--- src/rtl/udma_uart_pkg.sv ---
// Shared UART definitions: FSM state encoding, data-length and stop-bit encodings,
// and small helpers for data masking and parity. Used by both the transmitter and receiver.
package udma_uart_pkg;

    typedef enum logic [2:0] {
        IDLE      = 3'd0,
        START_BIT = 3'd1,
        DATA      = 3'd2,
        PARITY    = 3'd3,
        STOP_BIT  = 3'd4
    } uart_state_e;

    // The number of data bits is 5 + the encoded value.
    typedef enum logic [1:0] {
        BITS_5 = 2'd0,
        BITS_6 = 2'd1,
        BITS_7 = 2'd2,
        BITS_8 = 2'd3
    } uart_bits_e;

    typedef enum logic {
        STOP_1 = 1'b0,
        STOP_2 = 1'b1
    } uart_stop_e;

    localparam int unsigned UART_DATA_W = 8;

    // Index of the last data bit in a frame.
    function automatic logic [2:0] last_data_idx(input uart_bits_e bits);
        return 3'd4 + {1'b0, bits};
    endfunction

    function automatic logic [UART_DATA_W-1:0] data_mask(input uart_bits_e bits);
        return 8'hFF >> (3'd3 - {1'b0, bits});
    endfunction

    // Even parity covers only the bits that are actually transmitted.
    function automatic logic even_parity(input logic [UART_DATA_W-1:0] data,
                                         input uart_bits_e             bits);
        return ^(data & data_mask(bits));
    endfunction

endpackage

--- src/rtl/udma_uart_baudgen.sv ---
// Bit-period counter: tick_o is high on the last cycle of every bit (div_i + 1 cycles per bit).
// restart_i forces the counter back to the start of a bit period.
module udma_uart_baudgen #(
    parameter int DIV_WIDTH = 16
) (
    input  logic                 clk_i,
    input  logic                 rstn_i,
    input  logic                 restart_i,
    input  logic [DIV_WIDTH-1:0] div_i,
    output logic                 tick_o
);

    logic [DIV_WIDTH-1:0] r_cnt;

    // The counter never runs past div_i, so an all-ones divider cannot wrap it.
    assign tick_o = (r_cnt == div_i);

    always_ff @(posedge clk_i) begin
        // NOTE: sequential state uses non-blocking assignments so every flop samples
        // pre-edge values; blocking here would create order-dependent simulation races.
        if (!rstn_i) begin
            r_cnt <= '0;
        end else if (restart_i || tick_o) begin
            r_cnt <= '0;
        end else begin
            r_cnt <= r_cnt + 1'b1;
        end
    end

endmodule

--- src/rtl/udma_uart_tx.sv ---
// uDMA UART transmitter: valid/ready byte input, 5-8 data bits, optional even parity, 1/2 stop bits.
// Optional macro UDMA_UART_TX_CTS_EN adds a synchronised active-low cts_ni that gates tx_ready_o.
module udma_uart_tx
    import udma_uart_pkg::*;
#(
    parameter int DIV_WIDTH = 16
) (
    input  logic                 clk_i,
    input  logic                 rstn_i,
`ifdef UDMA_UART_TX_CTS_EN
    input  logic                 cts_ni,
`endif
    output logic                 tx_o,
    input  logic [DIV_WIDTH-1:0] cfg_div_i,
    input  logic                 cfg_en_i,
    input  logic                 cfg_parity_en_i,
    input  logic [1:0]           cfg_bits_i,
    input  logic                 cfg_stop_bits_i,
    input  logic [7:0]           tx_data_i,
    input  logic                 tx_valid_i,
    output logic                 tx_ready_o,
    output logic                 busy_o
);

    uart_state_e          r_state;
    logic [7:0]           r_data;
    logic [DIV_WIDTH-1:0] r_div;
    uart_bits_e           r_bits;
    logic                 r_parity_en;
    uart_stop_e           r_stop;
    logic                 r_parity;
    logic [2:0]           r_bit_cnt;
    logic                 r_stop_cnt;
    logic                 r_tx;

    logic                 w_cts_ok;
    logic                 w_handshake;
    logic                 w_tick;
    logic                 w_restart;

`ifdef UDMA_UART_TX_CTS_EN
    logic [1:0] r_cts_sync;

    // Two-flop synchroniser; resets to "not clear to send".
    always_ff @(posedge clk_i) begin
        if (!rstn_i) begin
            r_cts_sync <= 2'b11;
        end else begin
            r_cts_sync <= {r_cts_sync[0], cts_ni};
        end
    end

    assign w_cts_ok = ~r_cts_sync[1];
`else
    assign w_cts_ok = 1'b1;
`endif

    // Ready is forced low while reset is held, even though reset only acts at the edge.
    assign tx_ready_o  = rstn_i & cfg_en_i & w_cts_ok & (r_state == IDLE);
    assign w_handshake = tx_valid_i & tx_ready_o;
    assign busy_o      = (r_state != IDLE);
    assign tx_o        = r_tx;

    // Holding the counter in restart while idle aligns the first bit to the handshake edge.
    assign w_restart = (r_state == IDLE);

    udma_uart_baudgen #(
        .DIV_WIDTH (DIV_WIDTH)
    ) u_baudgen (
        .clk_i     (clk_i),
        .rstn_i    (rstn_i),
        .restart_i (w_restart),
        .div_i     (r_div),
        .tick_o    (w_tick)
    );

    always_ff @(posedge clk_i) begin
        // NOTE: every register here, including the data shift register and the latched
        // frame configuration, gets a reset value so no X can reach tx_o after reset.
        if (!rstn_i) begin
            r_state     <= IDLE;
            r_tx        <= 1'b1;
            r_data      <= 8'hFF;
            r_div       <= '0;
            r_bits      <= BITS_8;
            r_parity_en <= 1'b0;
            r_stop      <= STOP_1;
            r_parity    <= 1'b0;
            r_bit_cnt   <= '0;
            r_stop_cnt  <= 1'b0;
        end else if (!cfg_en_i) begin
            r_state    <= IDLE;
            r_tx       <= 1'b1;
            r_bit_cnt  <= '0;
            r_stop_cnt <= 1'b0;
        end else begin
            case (r_state)
                IDLE: begin
                    r_tx <= 1'b1;
                    if (w_handshake) begin
                        r_data      <= tx_data_i;
                        r_div       <= cfg_div_i;
                        r_bits      <= uart_bits_e'(cfg_bits_i);
                        r_parity_en <= cfg_parity_en_i;
                        r_stop      <= uart_stop_e'(cfg_stop_bits_i);
                        r_parity    <= even_parity(tx_data_i, uart_bits_e'(cfg_bits_i));
                        r_bit_cnt   <= '0;
                        r_stop_cnt  <= 1'b0;
                        r_tx        <= 1'b0;
                        r_state     <= START_BIT;
                    end
                end

                START_BIT: begin
                    if (w_tick) begin
                        r_tx    <= r_data[0];
                        r_state <= DATA;
                    end
                end

                DATA: begin
                    if (w_tick) begin
                        if (r_bit_cnt == last_data_idx(r_bits)) begin
                            if (r_parity_en) begin
                                r_tx    <= r_parity;
                                r_state <= PARITY;
                            end else begin
                                r_tx    <= 1'b1;
                                r_state <= STOP_BIT;
                            end
                        end else begin
                            r_data    <= {1'b1, r_data[7:1]};
                            r_tx      <= r_data[1];
                            r_bit_cnt <= r_bit_cnt + 3'd1;
                        end
                    end
                end

                PARITY: begin
                    if (w_tick) begin
                        r_tx    <= 1'b1;
                        r_state <= STOP_BIT;
                    end
                end

                STOP_BIT: begin
                    if (w_tick) begin
                        if ((r_stop == STOP_2) && !r_stop_cnt) begin
                            r_stop_cnt <= 1'b1;
                        end else begin
                            r_stop_cnt <= 1'b0;
                            r_state    <= IDLE;
                        end
                    end
                end

                default: begin
                    r_tx    <= 1'b1;
                    r_state <= IDLE;
                end
            endcase
        end
    end

endmodule

--- config.mk ---
export PLATFORM = sky130hd
export DESIGN_NAME = udma_uart_tx
export DESIGN_NICKNAME = d
export VERILOG_FILES = /design/src/rtl/udma_uart_pkg.sv /design/src/rtl/udma_uart_baudgen.sv /design/src/rtl/udma_uart_tx.sv
export SDC_FILE = /design/constraint.sdc
export NUM_CORES = 1
export LEC_CHECK = 0
export CORE_MARGIN = 1
export CORE_UTILIZATION = 35
export CTS_BUF_LIST = sky130_fd_sc_hd__clkbuf_16
export DETAILED_ROUTE_END_ITERATION = 10
export PLACE_DENSITY = 0.65
export SLEW_MARGIN = 5
export SYNTH_ARGS = -nofsm -noshare
export SYNTH_HDL_FRONTEND = slang
export SYNTH_SLANG_ARGS = --single-unit
--- constraint.sdc ---
create_clock -name clk_i -period 2.2 [get_ports clk_i]
set_input_delay 0.22 -clock clk_i [delete_from_list [all_inputs] [get_ports clk_i]]
set_output_delay 0.22 -clock clk_i [all_outputs]
set_load 0.02 [all_outputs]
### After elaboration in Yosys (flattened, before gate mapping)

Cells that the tools add are included.

| storage, ports and cells | value |
|---|---|
| input port bits | 32 |
| logic and storage cells | 80 |
| flip-flop bits (word level) | 53 |
| output and inout bits | 3 |

| operators by class | value |
|---|---|
| bitwise operators | 6 |
| reductions and logical operators | 16 |
| eq/ne operators | 14 |
| add/subtract/negate cells | 4 |
| muxes and demuxes | 28 |
| shift-type cells | 1 |

Operators by type and width:

| kind | number |
|---|---|
| $mux W3 | 11 |
| $mux W8 | 3 |
| $add A16 B1 Y16 const B | 1 |
| $eq A16 B16 Y1 | 1 |
| $pmux W8 S2 | 1 |
| $pmux W3 S5 | 1 |
| $mux W1 | 9 |
| $and A8 B8 Y8 | 1 |
| $ne A2 B1 Y1 const B | 4 |
| $ne A2 B2 Y1 const B | 4 |
| $reduce_and A4 Y1 | 2 |
| $reduce_xor A8 Y1 | 1 |
| $shr A8 B3 Y8 const A | 1 |
| $reduce_and A7 Y1 | 1 |
| $eq A3 B2 Y1 const B | 2 |
| $pmux W3 S2 | 1 |
| $reduce_and A3 Y1 | 2 |
| $pmux W1 S5 | 1 |
| $reduce_and A5 Y1 | 1 |
| $reduce_bool A2 Y1 | 2 |
| $add A3 B1 Y3 const B | 1 |
| $add A3 B2 Y3 const A | 1 |
| $and A1 B1 Y1 | 3 |
| $eq A3 B1 Y1 const B | 1 |
| other kinds (12) | 13 |

### Logic depth before layout (Yosys ltp)

| depth | value |
|---|---|
| word-level depth | 5 |
| depth in mapped cells | 9 |
| depth with buffers taken out | 6 |

### Modules after synthesis

A second synthesis with hierarchy kept.

| unflattened totals | value |
|---|---|
| cells, all modules | 312 |
| area, all modules | 2770.2 um^2 |

By module, submodules not included:

| module | cells each | instances | sequential area each (um^2) | area an instance (um^2) |
|---|---|---|---|---|
| udma_uart_tx | 209 | 1 | 740.7 | 1831.8 |
| udma_uart_baudgen | 103 | 1 | 320.3 | 938.4 |

### Worst setup path before layout

No wires, ideal clock.

| path | value |
|---|---|
| kind | register to register |
| from | reg r_state[0] |
| to | reg r_data[0] |
| data required time | 2.071 ns |
| arrival | 1.736 ns |
| path buffers | 1 |
| setup time | 0.129 ns |
| path slack | 0.335 ns |
| stages on the path, launching flop included | 7 |
| period minus slack after synthesis | 1.865 ns |
| path through | dfxtp_1 -> buf_2 -> nor4_2 -> a21oi_2 -> a211oi_4 -> mux2i_1 -> nand2_1 |

| between the ends | value |
|---|---|
| longest elaborated chain between the ends | 5 |
| elaborated cells on any way between the ends | 10 |
| those cells by class | eq/ne: 4; mux: 1; bitwise: 2; reduce/logical: 3 |

RTL lines:

| item | line | RTL |
|---|---|---|
| from (decl) | udma_uart_tx.sv:25 | `uart_state_e r_state;` |
| from (signal assigned) | udma_uart_tx.sv:81 | `r_state <= IDLE;` |
| from (signal assigned) | udma_uart_tx.sv:92 | `r_state <= IDLE;` |
| from (signal assigned) | udma_uart_tx.sv:110 | `r_state <= START_BIT;` |
| $logic_not A3 Y1 | udma_uart_tx.sv:59, udma_uart_tx.sv:97 |  |
| $and A1 B1 Y1 | udma_uart_tx.sv:59 | `assign tx_ready_o = rstn_i & cfg_en_i & w_cts_ok & (r_state == IDLE);` |
| $and A1 B1 Y1 | udma_uart_tx.sv:60 | `assign w_handshake = tx_valid_i & tx_ready_o;` |
| $ne A2 B2 Y1 (no line) | - |  |
| $reduce_and A5 Y1 (no line) | - |  |
| to (signal assigned) | udma_uart_tx.sv:101 | `r_data <= tx_data_i;` |
| to (signal assigned) | udma_uart_tx.sv:132 | `r_data <= {1'b1, r_data[7:1]};` |
| to (decl) | udma_uart_tx.sv:26 | `logic [7:0] r_data;` |

Parallel ways exist; a longest one is shown, timed or not.
A chain may end at the register's enable or synchronous reset.

### Worst setup path after layout

| path | value |
|---|---|
| from | reg u_baudgen.r_cnt[7] |
| to | reg r_stop_cnt |

| between the ends | value |
|---|---|
| longest elaborated chain between the ends | 3 |

RTL lines:

| item | line | RTL |
|---|---|---|
| from (decl) | udma_uart_baudgen.sv:13 | `logic [DIV_WIDTH-1:0] r_cnt;` |
| from (signal assigned) | udma_uart_baudgen.sv:26 | `r_cnt <= r_cnt + 1'b1;` |
| $eq A16 B16 Y1 | udma_uart_baudgen.sv:16 | `assign tick_o = (r_cnt == div_i);` |
| $ne A2 B1 Y1 (no line) | - |  |
| $reduce_and A3 Y1 (no line) | - |  |
| to (signal assigned) | udma_uart_tx.sv:90 | `r_stop_cnt <= 1'b0;` |
| to (signal assigned) | udma_uart_tx.sv:95 | `r_stop_cnt <= 1'b0;` |
| to (signal assigned) | udma_uart_tx.sv:108 | `r_stop_cnt <= 1'b0;` |
| to (decl) | udma_uart_tx.sv:33 | `logic r_stop_cnt;` |

No other way between the ends.

==> impl_results.md <==
* RSZ-0062 raised after global routing: false
* Die footprint at between 0.007 and 0.008 sq mm
* Core area at roughly 0.0072 sq mm
* Violation count after the first detailed-route iteration at between 60 and 70
* Power Density at around 640 mW/mm^2
* Final hold violations at 0
* FF/Latch Area at around 0.0011 sq mm
* Initial Utilization at a little over a third
* Most used DFF post-synth: dfxtp_1
* Pre-antenna DRT Iters at 4
* Initial antenna violation count at 0
* Chip width at 88.1 um
* CTS Buf Count at 5
* Critical Path Start Type: flop
* CP Capture Type: flop
* Chip height at about 88 um
* Synthesized flop and latch total at 53
* Maximum clock path buffer count at 2
* Slew HR at between 70% and 80%
* Total number of vias at between 2000 and 2500
* Crit Path Category: reg -> reg
* Unique masters post-synth at 40
* Fmax at 489 MHz
* Final period demand of the worst path at 2.05 ns
* H-tree depth at 2
* Post-synth net total at ~340
* First-pass GRT wire length at about 9000 um
* Drt drc at 0
* CTS tree: done
* Final HPWL from detailed placement at around 4000 um
* Post-synthesis sequential area ratio at about two fifths
* Setup Skew at 0.00852 ns
* Mapped cell area at ~0.0026 sq mm
* Arrival @ worst endpoint at 2.27 ns
* Maximum vdd ir drop at 0.436 mV
* Final core occ at between 40% and 50%
* Post-CTS Setup Inserts at 0
* Worst-margin pin slew at 0.365 ns
* Final setup vio count at 0
* Commonest cells after routing, fill and taps aside: 59 x nand2_1, 53 x dfxtp_1, 33 x clkdlybuf4s50_1
* Total track usage at around 15%
* Outcome: completed
* Asr flop ratio synth at 0%
* Ant. Diodes at 0
* Clock slew at reported path FFs at 0.08 ns
* Vias in the first global route at around 1900
* Final TNS setup at 0 ns
* Worst Hold Class: reg -> reg
* Site Rows at 31
* Wirelength per Cell at between 10 and 15 um
* Clock insertion delay at the later pin of the skew report at 0.30 ns
* RePlAce Congestion at 0.840
* Max-slew violation count at 0
* Tcrit/Tclk final at approximately 93%
* ANT nets after route at 0
* Vias per cell at about 4.8
* IO buf count at 34
* Most common cell after layout, fill and taps aside: nand2_1
* Grt ovf at 0
* Fin nets at approximately 370
* Largest fanout on the critical path at 13
* Ys Warns at 0
* Leak at approximately 0.0012 uW
* Routed WL at between 5000 and 6000 um
* Syn Area/Cell at roughly 8.5 sq um
* Synth-to-layout area growth at 25.0%
* # IOs at 35
* Fill cells at slightly above 700
* Share of layout cells above drive strength 1 at 9.71%
* Pin count of the biggest net entering global routing at 31
* CTS sink cnt at between 50 and 60
* Synth Instances at just over 300
* CTS root buf: clkbuf_16
* Area of the multi-input gates at 0.00145 sq mm
* EDFF count, synth at 0
* MaxCap Viol Count at 0
* Worst Path Required at approximately 2.4 ns
==> area by class of cell <==
| class | count | area share, % |
|---|---|---|
| clock buffers | 5 | 3.86 |
| clock inverters | 3 | 0.771 |
| inverters | 7 | 0.810 |
| multi-input cells | 228 | 44.8 |
| flip-flops and latches | 53 | 32.7 |
| well taps | 99 | 3.82 |
| repair buffers | 44 | 13.3 |
==> synthesized netlist by cell type, types with 2 or more instances <==
master,n,area share (%)
a21boi_0,19,5.5
a21oi_1,5,0.96
and3_1,4,0.96
buf_2,4,0.77
clkbuf_1,11,1.6
dfxtp_1,53,41
ha_1,2,0.96
inv_1,7,1.0
mux2_2,6,2.6
mux2i_1,8,3.1
nand2_1,59,8.5
nand2b_1,3,0.72
nand3_1,11,2.1
nand4_1,2,0.48
nor2_1,31,4.5
nor3_1,4,0.77
nor4_1,3,0.72
nor4_2,5,2.4
o21ai_0,4,0.77
o21ai_1,2,0.39
or3_1,3,0.72
xnor2_1,16,5.4
xor2_1,25,8.4
==> sequential cells by signal, summed over array words and instances, names as in the netlist <==
register         flops
r_bit_cnt            3
r_state              3
r_data               8
r_bits               2
r_parity             1
r_stop               1
tx_o                 1
u_baudgen.r_cnt     16
r_stop_cnt           1
r_parity_en          1
r_div               16
==> critical path, cell delays in order, from the launching register on <==
cell and delay, ns:
dfxtp_1 0.36, xor2_1 0.16, nor4_2 0.39, nand4_2 0.21
buf_4 0.23, or4_1 0.46, a21oi_1 0.15
==> logic make-up (layout without fill, tap and decap cells) <==
| logic type | after synthesis | count (layout) | synth area share [%] |
|---|---|---|---|
| DFF | 53 | 53 | 40.8 |
| muxes | 14 | 14 | 5.68 |
| buffers and inverters | 23 | 59 | 3.52 |
| xor gates and xnor gates | 41 | 41 | 13.8 |
| AOI/OAI and AO/OA | 42 | 42 | 11.9 |
| and+or+nand+nor | 129 | 129 | 23.3 |
| adders and majority gates | 2 | 2 | 0.963 |
==> final timing paths <==
kind	from	slack, ns	cells past startpoint	endpoint
worst min register to register	u_baudgen.r_cnt[0]	0.47	1	u_baudgen.r_cnt[0]
worst min-delay path	u_baudgen.r_cnt[0]	0.47	1	u_baudgen.r_cnt[0]
worst max register to register	u_baudgen.r_cnt[7]	0.15	6	r_stop_cnt
worst max-delay path	u_baudgen.r_cnt[7]	0.15	6	r_stop_cnt
==> per-stage QoR <==
stage / cells / total power, uW / area (sq um) / hold slack, ns / setup slack [ns]
floorplan: 304 / 1180 / 2600 / 0.344 / 0.335
global placement: 431 / 1290 / 3090 / 0.446 / 0.173
detailed placement: 431 / 1290 / 3090 / 0.456 / 0.0934
CTS: 439 / 2100 / 3240 / 0.473 / 0.0683
global route: 439 / 2160 / 3250 / 0.467 / 0.0863
finish: 439 / 2070 / 3250 / 0.472 / 0.154
==> where the power goes <==
part / internal [uW] / switching [uW] / total (uW)
registers: 983 / 19.6 / 1000
clock network: 428 / 370 / 799
logic: 141 / 126 / 268
==> per-layer routing <==
metal / wire [um] / GRT usage (%) / share of wire [%]
met1: 2660 / 20.4 / 48
met2: 2580 / 24.0 / 47
met3: 157 / 3.68 / 2.9
met4: 95 / 6.01 / 1.7
met5: 0 / 0 / 0
==> repair_timing <==
item / 4_1_cts / 5_1_grt
hold buffers: 0 / 0
gates resized for setup: 0 / 1
endpoints found under the setup margin: 0 / 1
Note: power is estimated with default switching activity, not from simulation.
==> RTL change, RTL diff (same settings) <==
`DIV_WIDTH` is set to 16 in 2 places; all go to 14.
--- a/src/rtl/udma_uart_baudgen.sv
+++ b/src/rtl/udma_uart_baudgen.sv
@@ -1,7 +1,7 @@
 // Bit-period counter: tick_o is high on the last cycle of every bit (div_i + 1 cycles per bit).
 // restart_i forces the counter back to the start of a bit period.
 module udma_uart_baudgen #(
-    parameter int DIV_WIDTH = 16
+    parameter int DIV_WIDTH = 14
 ) (
     input  logic                 clk_i,
     input  logic                 rstn_i,
--- a/src/rtl/udma_uart_tx.sv
+++ b/src/rtl/udma_uart_tx.sv
@@ -3,7 +3,7 @@
 module udma_uart_tx
     import udma_uart_pkg::*;
 #(
-    parameter int DIV_WIDTH = 16
+    parameter int DIV_WIDTH = 14
 ) (
     input  logic                 clk_i,
     input  logic                 rstn_i,
Interface: changed (resized cfg_div_i); port bits go from 35 to 33. No check against the original RTL was run, so the function may have changed too.
==> RTL change against the original RTL <==
Sequential cell count shrank 4. Design area shrank 8.9%. Global-route usage shrank 1.4 points. Worst setup slack gained 0.0069 ns. Largest cell class unchanged. Area after synthesis shrank 6.2%. Total power shrank 5.9%. Critical path type is now flip-flop to output port. Wire length shrank 12%. Critical path depth shrank 4.
==> RTL change: results (changes against the original RTL) <==
| Metric | Value |
|---|---|
| Nets | 354 (-5.1%) |
| Dpl hpwl | 3.67 mm (-7.2%) |
| Worst VDD drop | 0.402 mV (-7.7%) |
| Biggest regs | r_div (14), u_baudgen.r_cnt (14), r_data (8) |
| Internal power | 1.47 mW (-5.1%) |
| Placed Area | 2820 um2 (-9.0%) |
| Pre-antenna DRT Iters | 4 (unchanged) |
| First-pass GRT wire length | 8.10 mm (-10%) |
| Yosys cell types | 44 (+10%) |
| Mux share of post-synthesis cell area | 0.873% (-4.8 points) |
| XOR/XNOR Fraction of Synth Area | 12.2% (-1.6 points) |
| Layout cell share with drive strength beyond 1 | 10.2% (+0.51 points) |
| Number of port buffers | 32 (-5.9%) |
| Dpl ws | 0.208 ns (+0.115 ns) |
| Crit-path max FO | 9 (-4) |
| Critical path's slowest cell | or3_2 |
| DR iter-0 viols | 68 (+4.6%) |
| Worst slew pin tran | 0.589 ns (+0.225 ns) |
| GRT Total Usage | 13.9% (-1.4 points) |
| Peak Freq | 490 MHz (+0.34%) |
| Worst skew pair latency | 0.28 ns (-0.02 ns) |
| Worst-path clk slew | 0.06 ns (-0.02 ns) |
| Hold crit path type | flip-flop to flip-flop |
| Synth top cells by count | nand2_1 (63), dfxtp_1 (49), nor2_1 (26), xnor2_1 (24), a21boi_0 (16) |
| Synth Area in Adders | 1.03% (+0.064 points) |
| GPL Wtd Cong | 0.767 (-8.7%) |
| Slowest stage delay, CP | 0.57 ns (+0.11 ns) |
| Setup Skew | 0.00265 ns (-0.00587 ns) |
| Synth Area in Compound Gates | 13.3% (+1.4 points) |
| Lkg Pwr | 1.06 nW (-13%) |
| Clock buffer depth | 2 (unchanged) |
| Seq/Total Area, Yosys | 40.3% (-0.58 points) |
| Vias in the first global route | 1792 (-5.6%) |
| Main flop type after synthesis | dfxtp_1 |
| # diodes | 0 (unchanged) |
| Outcome | finished, final reports clean |
| Synth top area cells | dfxtp_1 (40%), nand2_1 (9.7%), xnor2_1 (8.6%) |
| WL final | 4.84 mm (-12%) |
| Synth Net Count | 323 (-4.4%) |
| Filler cell count | 686 (-4.2%) |
| Largest net degree at the start of global routing | 22 (-29%) |
| Vias per inst | 4.87 (+2.0%) |
| CTS H-tree lvls | 2 (unchanged) |
| CP arrival | 1.82 ns (-0.45 ns) |
| Register-to-register setup slack | 0.20 ns (+0.05 ns) |
[RTL change: cell count changes after synthesis, moves of 6 or more]
cell	change
and3_2	+6
mux2i_1	-7
nand4_1	+7
xnor2_1	+8
xor2_1	-15
[RTL change: layout make-up]
cell class	instances	area, um2	share of cell area (%)
Multi-Input combinational cell	223	1340	45.4
Clock inverter	3	17.5	0.592
Clock buffer	5	125	4.23
Inverter	3	11.3	0.381
Timing Repair Buffer	40	379	12.8
Sequential cell	49	981	33.2
Tap cell	80	100	3.39
[RTL change: worst paths after layout]
kind / start / endpoint / cells past startpoint
hold / removal: r_stop / r_stop / 2
setup / recovery: r_state[2] / busy_o / 2
setup reg to reg: r_state[0] / r_data[7] / 6
hold reg to reg: r_stop / r_stop / 2
[RTL change: cells by family (layout without fill, tap and decap cells)]
family	after synthesis	after routing
compound gates	47	47
buf+inv	19	51
xor+xnor	34	34
flops	49	49
mux	2	2
simple gates	138	138
fa+ha+maj	2	2
[RTL change: critical path: cells and delay by family (launching register included)]
family,cells,cell delay [ns]
AND/OR/NAND/NOR,1,0.57
buffers and inverters,1,0.57
flip-flops,1,0.40
[RTL change: layer usage]
layer / GRT usage [%] / part of all wire [%] / vias up
li1: - / - / 1036
met1: 18.1 / 49 / 895
met2: 23.0 / 47 / 31
met3: 3.21 / 3.6 / 2
met4: 4.09 / 0.17 / 0
met5: 0 / 0 / -
[RTL change: power by group through the flow]
stage	Combinational (mW)	Sequential, mW	Clock [mW]
4_1_cts	0.275	0.935	0.762
6_report	0.272	0.935	0.739
3_3_place_gp	0.273	0.954	0
5_1_grt	0.302	0.937	0.793
3_5_place_dp	0.275	0.955	0
2_1_floorplan	0.183	0.946	0
[RTL change: per-stage QoR]
stage,instances,hold WS [ns]
after floorplan,291,0.344
after global placement,395,0.460
after detailed placement,395,0.471
after CTS,403,0.480
after global routing,403,0.506
final,403,0.477
[RTL change: what timing repair did]
item | in CTS | in global routing
setup endpoints to repair | 1 | 0
endpoints found under the hold margin | 0 | 0
gates resized for setup | 1 | 0
buffers inserted | 0 | 0
